===== config.mk =====
export PLATFORM = sky130hd
export DESIGN_NAME = wbledpwm_fade
export DESIGN_NICKNAME = d
export VERILOG_FILES = /design/src/rtl/wbledpwm_pkg.sv /design/src/rtl/wbledpwm_chan.sv /design/src/rtl/wbledpwm_fade.sv
export SDC_FILE = /design/constraint.sdc
export NUM_CORES = 1
export LEC_CHECK = 0
export CORE_ASPECT_RATIO = 1.25
export CORE_MARGIN = 1.5
export CORE_UTILIZATION = 50
export CTS_CLUSTER_DIAMETER = 50
export DETAILED_ROUTE_END_ITERATION = 16
export GPL_ROUTABILITY_DRIVEN = 0
export PLACE_DENSITY = 0.73
export SLEW_MARGIN = 20
export SYNTH_ARGS = -nofsm -noshare
export SYNTH_HDL_FRONTEND = slang
export SYNTH_HIERARCHICAL = 1
export SYNTH_SLANG_ARGS = --single-unit

===== constraint.sdc =====
create_clock -name wb_clk_i -period 3.4 [get_ports wb_clk_i]
set_input_delay 0.68 -clock wb_clk_i [delete_from_list [all_inputs] [get_ports wb_clk_i]]
set_output_delay 0.68 -clock wb_clk_i [all_outputs]
set_load 0.01 [all_outputs]

===== src/rtl/wbledpwm_pkg.sv =====
// Shared definitions for the wbledpwm_fade LED PWM slave.
// Holds the register map (byte offsets within the decoded window),
// CTRL bit positions, the channel IMM strobe bit, the decoded register
// selector and a byte-lane merge helper for 16-bit registers.
package wbledpwm_pkg;

  localparam logic [6:0] REG_CTRL      = 7'h00;
  localparam logic [6:0] REG_PRESCALE  = 7'h04;
  localparam logic [6:0] REG_FADE_RATE = 7'h08;
  localparam logic [6:0] REG_STATUS    = 7'h0C;
  localparam logic [6:0] REG_CH_BASE   = 7'h10;

  localparam int unsigned CTRL_EN    = 0;
  localparam int unsigned CTRL_INV   = 1;
  localparam int unsigned CH_IMM_BIT = 31;

  typedef enum logic [2:0] {
    SEL_NONE,
    SEL_CTRL,
    SEL_PRESCALE,
    SEL_FADE_RATE,
    SEL_STATUS,
    SEL_CH
  } reg_sel_e;

  function automatic logic [15:0] merge16(input logic [15:0] old_v,
                                          input logic [15:0] new_v,
                                          input logic [1:0]  sel);
    logic [15:0] r;
    r = old_v;
    if (sel[0]) r[7:0]  = new_v[7:0];
    if (sel[1]) r[15:8] = new_v[15:8];
    return r;
  endfunction

endpackage


===== src/rtl/wbledpwm_chan.sv =====
// One LED PWM channel: target and live duty (cur) registers, the fade
// step toward target, IMM override, and the registered PWM comparator.
// Ports:
//   clk, rst_n          clock, asynchronous active-low reset
//   cnt                 shared PWM counter
//   boundary, step      period wrap, and fade step (only at a wrap)
//   en, inv             CTRL enable / output inversion
//   wr_en, wr_data,     channel register write strobe, data (PW bits),
//   wr_sel, wr_imm      byte lanes [1:0], IMM strobe (lane-qualified)
//   target_o, cur_o     register values for readback / busy status
//   led                 PWM output, one cycle behind the compare inputs
module wbledpwm_chan
  import wbledpwm_pkg::*;
#(
  parameter int unsigned PW = 8
) (
  input  logic          clk,
  input  logic          rst_n,
  input  logic [PW-1:0] cnt,
  input  logic          boundary,
  input  logic          step,
  input  logic          en,
  input  logic          inv,
  input  logic          wr_en,
  input  logic [PW-1:0] wr_data,
  input  logic [1:0]    wr_sel,
  input  logic          wr_imm,
  output logic [PW-1:0] target_o,
  output logic [PW-1:0] cur_o,
  output logic          led
);

  logic [PW-1:0] target_q, target_d;
  logic [PW-1:0] cur_q, cur_d;
  logic          led_q, led_d;
  logic [PW-1:0] tgt_wr;

  always_comb begin
    tgt_wr = target_q;
    for (int unsigned b = 0; b < PW; b++) begin
      if (wr_sel[b/8]) tgt_wr[b] = wr_data[b];
    end

    target_d = target_q;
    cur_d    = cur_q;
    // The step compares against the registered target, so a same-cycle
    // non-IMM write only takes effect from the next step onward.
    if (step && boundary) begin
      if (cur_q < target_q)      cur_d = cur_q + PW'(1);
      else if (cur_q > target_q) cur_d = cur_q - PW'(1);
    end
    if (wr_en) begin
      target_d = tgt_wr;
      if (wr_imm) cur_d = tgt_wr;
    end

    led_d = (en & (cnt < cur_q)) ^ inv;
  end

  always_ff @(posedge clk or negedge rst_n) begin
    if (!rst_n) begin
      target_q <= '0;
      cur_q    <= '0;
      led_q    <= 1'b0;
    end else begin
      target_q <= target_d;
      cur_q    <= cur_d;
      led_q    <= led_d;
    end
  end

  assign target_o = target_q;
  assign cur_o    = cur_q;
  assign led      = led_q;

endmodule


===== src/rtl/wbledpwm_fade.sv =====
// Multi-channel Wishbone LED PWM driver with prescaler and hardware fade.
// Top level: Wishbone register decode, prescaler, PWM counter and fade
// interval counter; NCH wbledpwm_chan instances hold per-channel state.
// Ports:
//   wb_clk_i, wb_reset_ni   clock, asynchronous active-low reset
//   wb_adr_i                byte address, bits [6:2] decoded
//   wb_dat_i, wb_dat_o      write data / registered read data
//   wb_we_i, wb_sel_i       write enable, byte lanes
//   wb_cyc_i, wb_stb_i      cycle / strobe
//   wb_ack_o                one-cycle acknowledge
//   leds                    PWM outputs, active high
module wbledpwm_fade
  import wbledpwm_pkg::*;
#(
  parameter int unsigned AW  = 32,
  parameter int unsigned DW  = 32,
  parameter int unsigned NCH = 4,
  parameter int unsigned PW  = 8
) (
  input  logic            wb_clk_i,
  input  logic            wb_reset_ni,
  input  logic [AW-1:0]   wb_adr_i,
  input  logic [DW-1:0]   wb_dat_i,
  output logic [DW-1:0]   wb_dat_o,
  input  logic            wb_we_i,
  input  logic [DW/8-1:0] wb_sel_i,
  input  logic            wb_cyc_i,
  input  logic            wb_stb_i,
  output logic            wb_ack_o,
  output logic [NCH-1:0]  leds
);

  localparam logic [4:0] CH_WORD = REG_CH_BASE[6:2];

  logic [1:0]    ctrl_q, ctrl_d;
  logic [15:0]   prescale_q, prescale_d;
  logic [15:0]   fade_rate_q, fade_rate_d;
  logic [15:0]   pre_cnt_q, pre_cnt_d;
  logic [PW-1:0] cnt_q, cnt_d;
  logic [15:0]   fade_cnt_q, fade_cnt_d;
  logic          ack_q, ack_d;
  logic [31:0]   dat_q, dat_d;

  logic [4:0]    word;
  logic [6:0]    reg_off;
  logic [4:0]    ch_idx;
  reg_sel_e      reg_sel;
  logic          req, wr;
  logic          en, inv, tick, boundary, step;
  logic [31:0]   rd_data;
  logic [NCH-1:0] ch_wr, busy;
  logic [PW-1:0] ch_tgt [NCH];
  logic [PW-1:0] ch_cur [NCH];

  logic unused_bits;
  assign unused_bits = ^{wb_adr_i[AW-1:7], wb_adr_i[1:0], wb_dat_i[30:16], wb_sel_i[2]};

  assign word    = wb_adr_i[6:2];
  assign reg_off = {word, 2'b00};
  assign ch_idx  = word - CH_WORD;
  assign req     = wb_cyc_i & wb_stb_i & ~ack_q;
  assign wr      = req & wb_we_i;
  assign en      = ctrl_q[CTRL_EN];
  assign inv     = ctrl_q[CTRL_INV];

  always_comb begin
    case (reg_off)
      REG_CTRL:      reg_sel = SEL_CTRL;
      REG_PRESCALE:  reg_sel = SEL_PRESCALE;
      REG_FADE_RATE: reg_sel = SEL_FADE_RATE;
      REG_STATUS:    reg_sel = SEL_STATUS;
      default: begin
        if (word >= CH_WORD && {1'b0, ch_idx} < 6'(NCH)) reg_sel = SEL_CH;
        else                                             reg_sel = SEL_NONE;
      end
    endcase
  end

  always_comb begin
    rd_data = '0;
    case (reg_sel)
      SEL_CTRL:      rd_data[1:0]  = ctrl_q;
      SEL_PRESCALE:  rd_data[15:0] = prescale_q;
      SEL_FADE_RATE: rd_data[15:0] = fade_rate_q;
      SEL_STATUS:    rd_data       = 32'(busy);
      SEL_CH: begin
        for (int unsigned n = 0; n < NCH; n++) begin
          if (ch_idx == 5'(n)) begin
            rd_data[PW-1:0]     = ch_tgt[n];
            rd_data[PW+15:16]   = ch_cur[n];
          end
        end
      end
      default: rd_data = '0;
    endcase
  end

  // Counters are all held at zero while disabled, so enabling always
  // starts a fresh period and fade interval.
  assign tick     = (pre_cnt_q == prescale_q);
  assign boundary = en & tick & (cnt_q == '1);
  assign step     = boundary & (fade_cnt_q == fade_rate_q);

  always_comb begin
    ctrl_d      = ctrl_q;
    prescale_d  = prescale_q;
    fade_rate_d = fade_rate_q;
    if (wr) begin
      case (reg_sel)
        SEL_CTRL:      if (wb_sel_i[0]) ctrl_d = wb_dat_i[1:0];
        SEL_PRESCALE:  prescale_d  = merge16(prescale_q, wb_dat_i[15:0], wb_sel_i[1:0]);
        SEL_FADE_RATE: fade_rate_d = merge16(fade_rate_q, wb_dat_i[15:0], wb_sel_i[1:0]);
        default: ;
      endcase
    end

    pre_cnt_d  = '0;
    cnt_d      = '0;
    fade_cnt_d = '0;
    if (en) begin
      pre_cnt_d  = tick ? '0 : pre_cnt_q + 16'd1;
      cnt_d      = tick ? cnt_q + PW'(1) : cnt_q;
      fade_cnt_d = fade_cnt_q;
      if (boundary) fade_cnt_d = step ? '0 : fade_cnt_q + 16'd1;
    end

    ack_d = req;
    dat_d = '0;
    if (req && !wb_we_i) dat_d = rd_data;
  end

  always_ff @(posedge wb_clk_i or negedge wb_reset_ni) begin
    if (!wb_reset_ni) begin
      ctrl_q      <= '0;
      prescale_q  <= '0;
      fade_rate_q <= '0;
      pre_cnt_q   <= '0;
      cnt_q       <= '0;
      fade_cnt_q  <= '0;
      ack_q       <= 1'b0;
      dat_q       <= '0;
    end else begin
      ctrl_q      <= ctrl_d;
      prescale_q  <= prescale_d;
      fade_rate_q <= fade_rate_d;
      pre_cnt_q   <= pre_cnt_d;
      cnt_q       <= cnt_d;
      fade_cnt_q  <= fade_cnt_d;
      ack_q       <= ack_d;
      dat_q       <= dat_d;
    end
  end

  for (genvar n = 0; n < NCH; n++) begin : g_ch
    assign ch_wr[n] = wr & (reg_sel == SEL_CH) & (ch_idx == 5'(n));
    assign busy[n]  = (ch_cur[n] != ch_tgt[n]);

    wbledpwm_chan #(.PW(PW)) u_chan (
      .clk      (wb_clk_i),
      .rst_n    (wb_reset_ni),
      .cnt      (cnt_q),
      .boundary (boundary),
      .step     (step),
      .en       (en),
      .inv      (inv),
      .wr_en    (ch_wr[n]),
      .wr_data  (wb_dat_i[PW-1:0]),
      .wr_sel   (wb_sel_i[1:0]),
      .wr_imm   (wb_sel_i[3] & wb_dat_i[CH_IMM_BIT]),
      .target_o (ch_tgt[n]),
      .cur_o    (ch_cur[n]),
      .led      (leds[n])
    );
  end

  assign wb_ack_o = ack_q;
  assign wb_dat_o = dat_q;

endmodule


==> results by group <==
Route
  – WL/cell: 21.0 um
  – DRT iter0 DRCs: 1134
  – Via count: 9863
  – Final ANT Viol Nets: 0
  – TritonRoute pass-1 iters: 11
  – Vias/cell: 6.31
  – Detailed Route WL: 32900 um
  – Post-route DRC: 6

Global routing
  – Total track usage: 0.277
  – Number of global-route vias before repair: 9682
  – First-pass GRT wire length: 52100 um
  – Largest net degree at the start of global routing: 99
  – Initial antenna violation count: 0
  – Grt total ovfl: 0

Final layout
  – Most frequent cells in the layout: dfrtp_1 (167), nand2_1 (90), ha_1 (74), xor2_1 (72)
  – Layout cells sized above 1: 0.134
  – Area delta synth->final: 13.2%
  – Design Area, Final: 13100 um2
  – Antenna diodes: 0
  – Commonest non-fill, non-tap cell in the layout: dfrtp_1
  – Non-Filler Instances: 1563
  – Nets: 1410

Worst setup path
  – Worst EP arrival: 3510 ps
  – CP Data Required Time: 3760 ps
  – Crit path kind: reg -> reg
  – Worst setup EP type: flop
  – CP startpoint kind: flop
  – CP Max Fanout: 10

Clock network
  – Root buffer cell: clkbuf_16
  – CTS sink count: 167
  – # Post-CTS Setup Buffers: 0
  – Clk_lat worst skew: 440 ps
  – TritonCTS clock tree: done
  – CTS H-tree lvls: 4
  – Clock Pin Slew Worst Setup and Hold Paths: 80 ps
  – Cts bufs inserted: 17
  – Post-CTS Resized: 0
  – Cts-stage hold buffer count: 0
  – Max clock buf depth: 2

Logic synthesis
  – Post-synthesis cell count: 1199
  – Cell area after synthesis: 11600 um2
  – Main synth FF type: dfrtp_1
  – Synth async-reset ratio: 1.00
  – Synth Register Bits: 167
  – Post-synthesis cell type count: 68
  – Register area share after synthesis: 0.361
  – Synthesis Warnings: 6
  – Yosys top cell area share: 0.361
  – Post-synth EDFFs: 0
  – Post-synth top area cell: dfrtp_1
  – Top post-synthesis cells by area: dfrtp_1 (36%), ha_1 (8.0%), mux2_2 (5.6%), xor2_1 (5.4%), nand2_1 (2.9%)
  – Syn Area/Cell: 9.66 um2

Placement
  – IO buf count: 58
  – Area of placed instances: 12600 um2
  – Post-detail-place hpwl: 23500 um
  – Dpl cells: 1532

Timing
  – Final period utilization: 0.927
  – Worst hold slack: 236 ps
  – Maximum clock rate: 0.317 GHz
  – Min Tclk post-route: 3150 ps
  – Setup violators final: 0
  – Setup TNS: 0 ps
  – Slew headroom: 0.499
  – Fin. Hold Viols: 0
  – Worst-Margin Slew: 749 ps
  – Clock skew: 12.9 ps
  – RSZ-0062 raised after global routing: no
  – Final Max Tran Viols: 0

Floorplanning
  – Boundary Pins: 110
  – Core box area: 22900 um2
  – Core Rows: 62
  – Horiz. Die Dim: 139 um
  – Die H: 173 um
  – Initial core utilization: 0.506
  – Die ar.: 24100 um2

Power and ir drop
  – Total Power: 4.72 mW
  – Clk pwr share: 0.403
  – Sequential Power Share: 0.449
  – Peak supply drop: 0.000371 V
  – Power Dens Cells: 360 nW/um2
  – Fraction of power consumed by combinational cells: 0.149
  – Pleak: 6.01 nW
  – Sw Ratio: 0.307
  – Int Power: 3.27 mW
  – Sw Pwr: 1.45 mW

Run status
  – Status: finished, violations left
  – Failing checks: design-rule violations

Flow run
  – Max-cap violations: 0

Hold path
  – Hold WC Path Type: in -> async
power by group through the flow:
stage	Combinational (mW)	Sequential, mW	Clock (mW)
2_1_floorplan	0.423	2.14	0
3_3_place_gp	0.673	2.15	0
3_5_place_dp	0.689	2.15	0
4_1_cts	0.693	2.11	1.92
5_1_grt	0.764	2.12	2.00
6_report	0.701	2.12	1.90
worst paths after layout:
kind | from | to | slack [ps] | cells after the start
worst min register to register | pre_cnt_q[0] | pre_cnt_q[0] | 500 | 1
worst min-delay path | wb_reset_ni | fade_cnt_q[10] | 240 | 2
min in group wb_clk_i | pre_cnt_q[0] | pre_cnt_q[0] | 500 | 1
worst max register to register | pre_cnt_q[7] | g_ch[2].u_chan/cur_o[4] | 250 | 11
max in group asynchronous | wb_reset_ni | g_ch[3].u_chan/target_o[7] | 2660 | 2
worst max-delay path | pre_cnt_q[7] | g_ch[2].u_chan/cur_o[4] | 250 | 11
metrics by stage:
step,util,setup WS (ps)
global placement,0.549,259
finish,0.573,247
global route,0.573,22.6
detailed placement,0.549,218
floorplan,-,503
CTS,0.573,265
kinds of logic after synthesis:
family | share of synthesized area
xor gates and xnor gates | 0.0741
adders and majority gates | 0.0799
muxes | 0.109
buffers and inverters | 0.0466
and+or+nand+nor | 0.175
AOI/OAI and AO/OA | 0.154
other | 0.000324
DFF | 0.361
state kept, by name (all words and copies together) (netlist names):
register / flops
wb_dat_o: 24
fade_rate_q: 16
g_ch.u_chan/led: 4
wb_ack_o: 1
pre_cnt_q: 16
g_ch.u_chan/target_o: 32
fade_cnt_q: 16
cnt_q: 8
ctrl_q: 2
prescale_q: 16
g_ch.u_chan/cur_o: 32
metal layers:
layer / track usage / vias up / wire [um]
li1: - / 4501 / -
met1: 0.348 / 4824 / 12900
met2: 0.470 / 452 / 16000
met3: 0.0460 / 86 / 2570
met4: 0.125 / 0 / 1360
met5: 0 / - / 0
synth_stat cells (5+ instances only):
cell and number:
a211oi_1 16, a22oi_1 15, nand2b_1 12, dfrtp_1 167
o211ai_1 12, nor2_1 65, o2111ai_1 6, mux2_2 58
o221ai_1 7, xor2_1 72, ha_1 74, nand4_1 33
mux2_1 8, and3_1 19, nor3_1 21, nor4_1 18
clkbuf_1 27, mux2i_1 25, nand3_1 48, o32ai_1 6
nand2_1 90, nand3b_1 5, buf_2 7, o211a_1 25
nor2b_1 6, o21a_1 5, inv_1 65, mux4_2 8
a31oi_1 12, xnor2_1 26, o21ai_0 22, and2_1 17
a21o_1 12, o21ai_1 10, or3_1 24, mux2_4 6
buf_4 8, buf_1 5, a21oi_1 55, o31ai_1 5
o22ai_1 13
critical path, stage by stage, from the launching register on:
cell and delay, ps:
dfrtp_1 440, xor2_1 180, nor4_1 360, and4_1 450, nand2_1 170, nor3_1 220
buf_4 250, nand2_1 180, o21ai_2 350, o21ai_1 150, xnor2_1 140, a21oi_1 160
final cells by class:
class,count,area (um2)
repair buffers,93,865
multi-input cells,915,6890
inverters,69,259
well taps,288,360
flip-flops and latches,167,4180
fillers,1925,9780
clock buffers,17,425
clock inverters,14,129
Note: power is estimated with default switching activity, not from simulation.
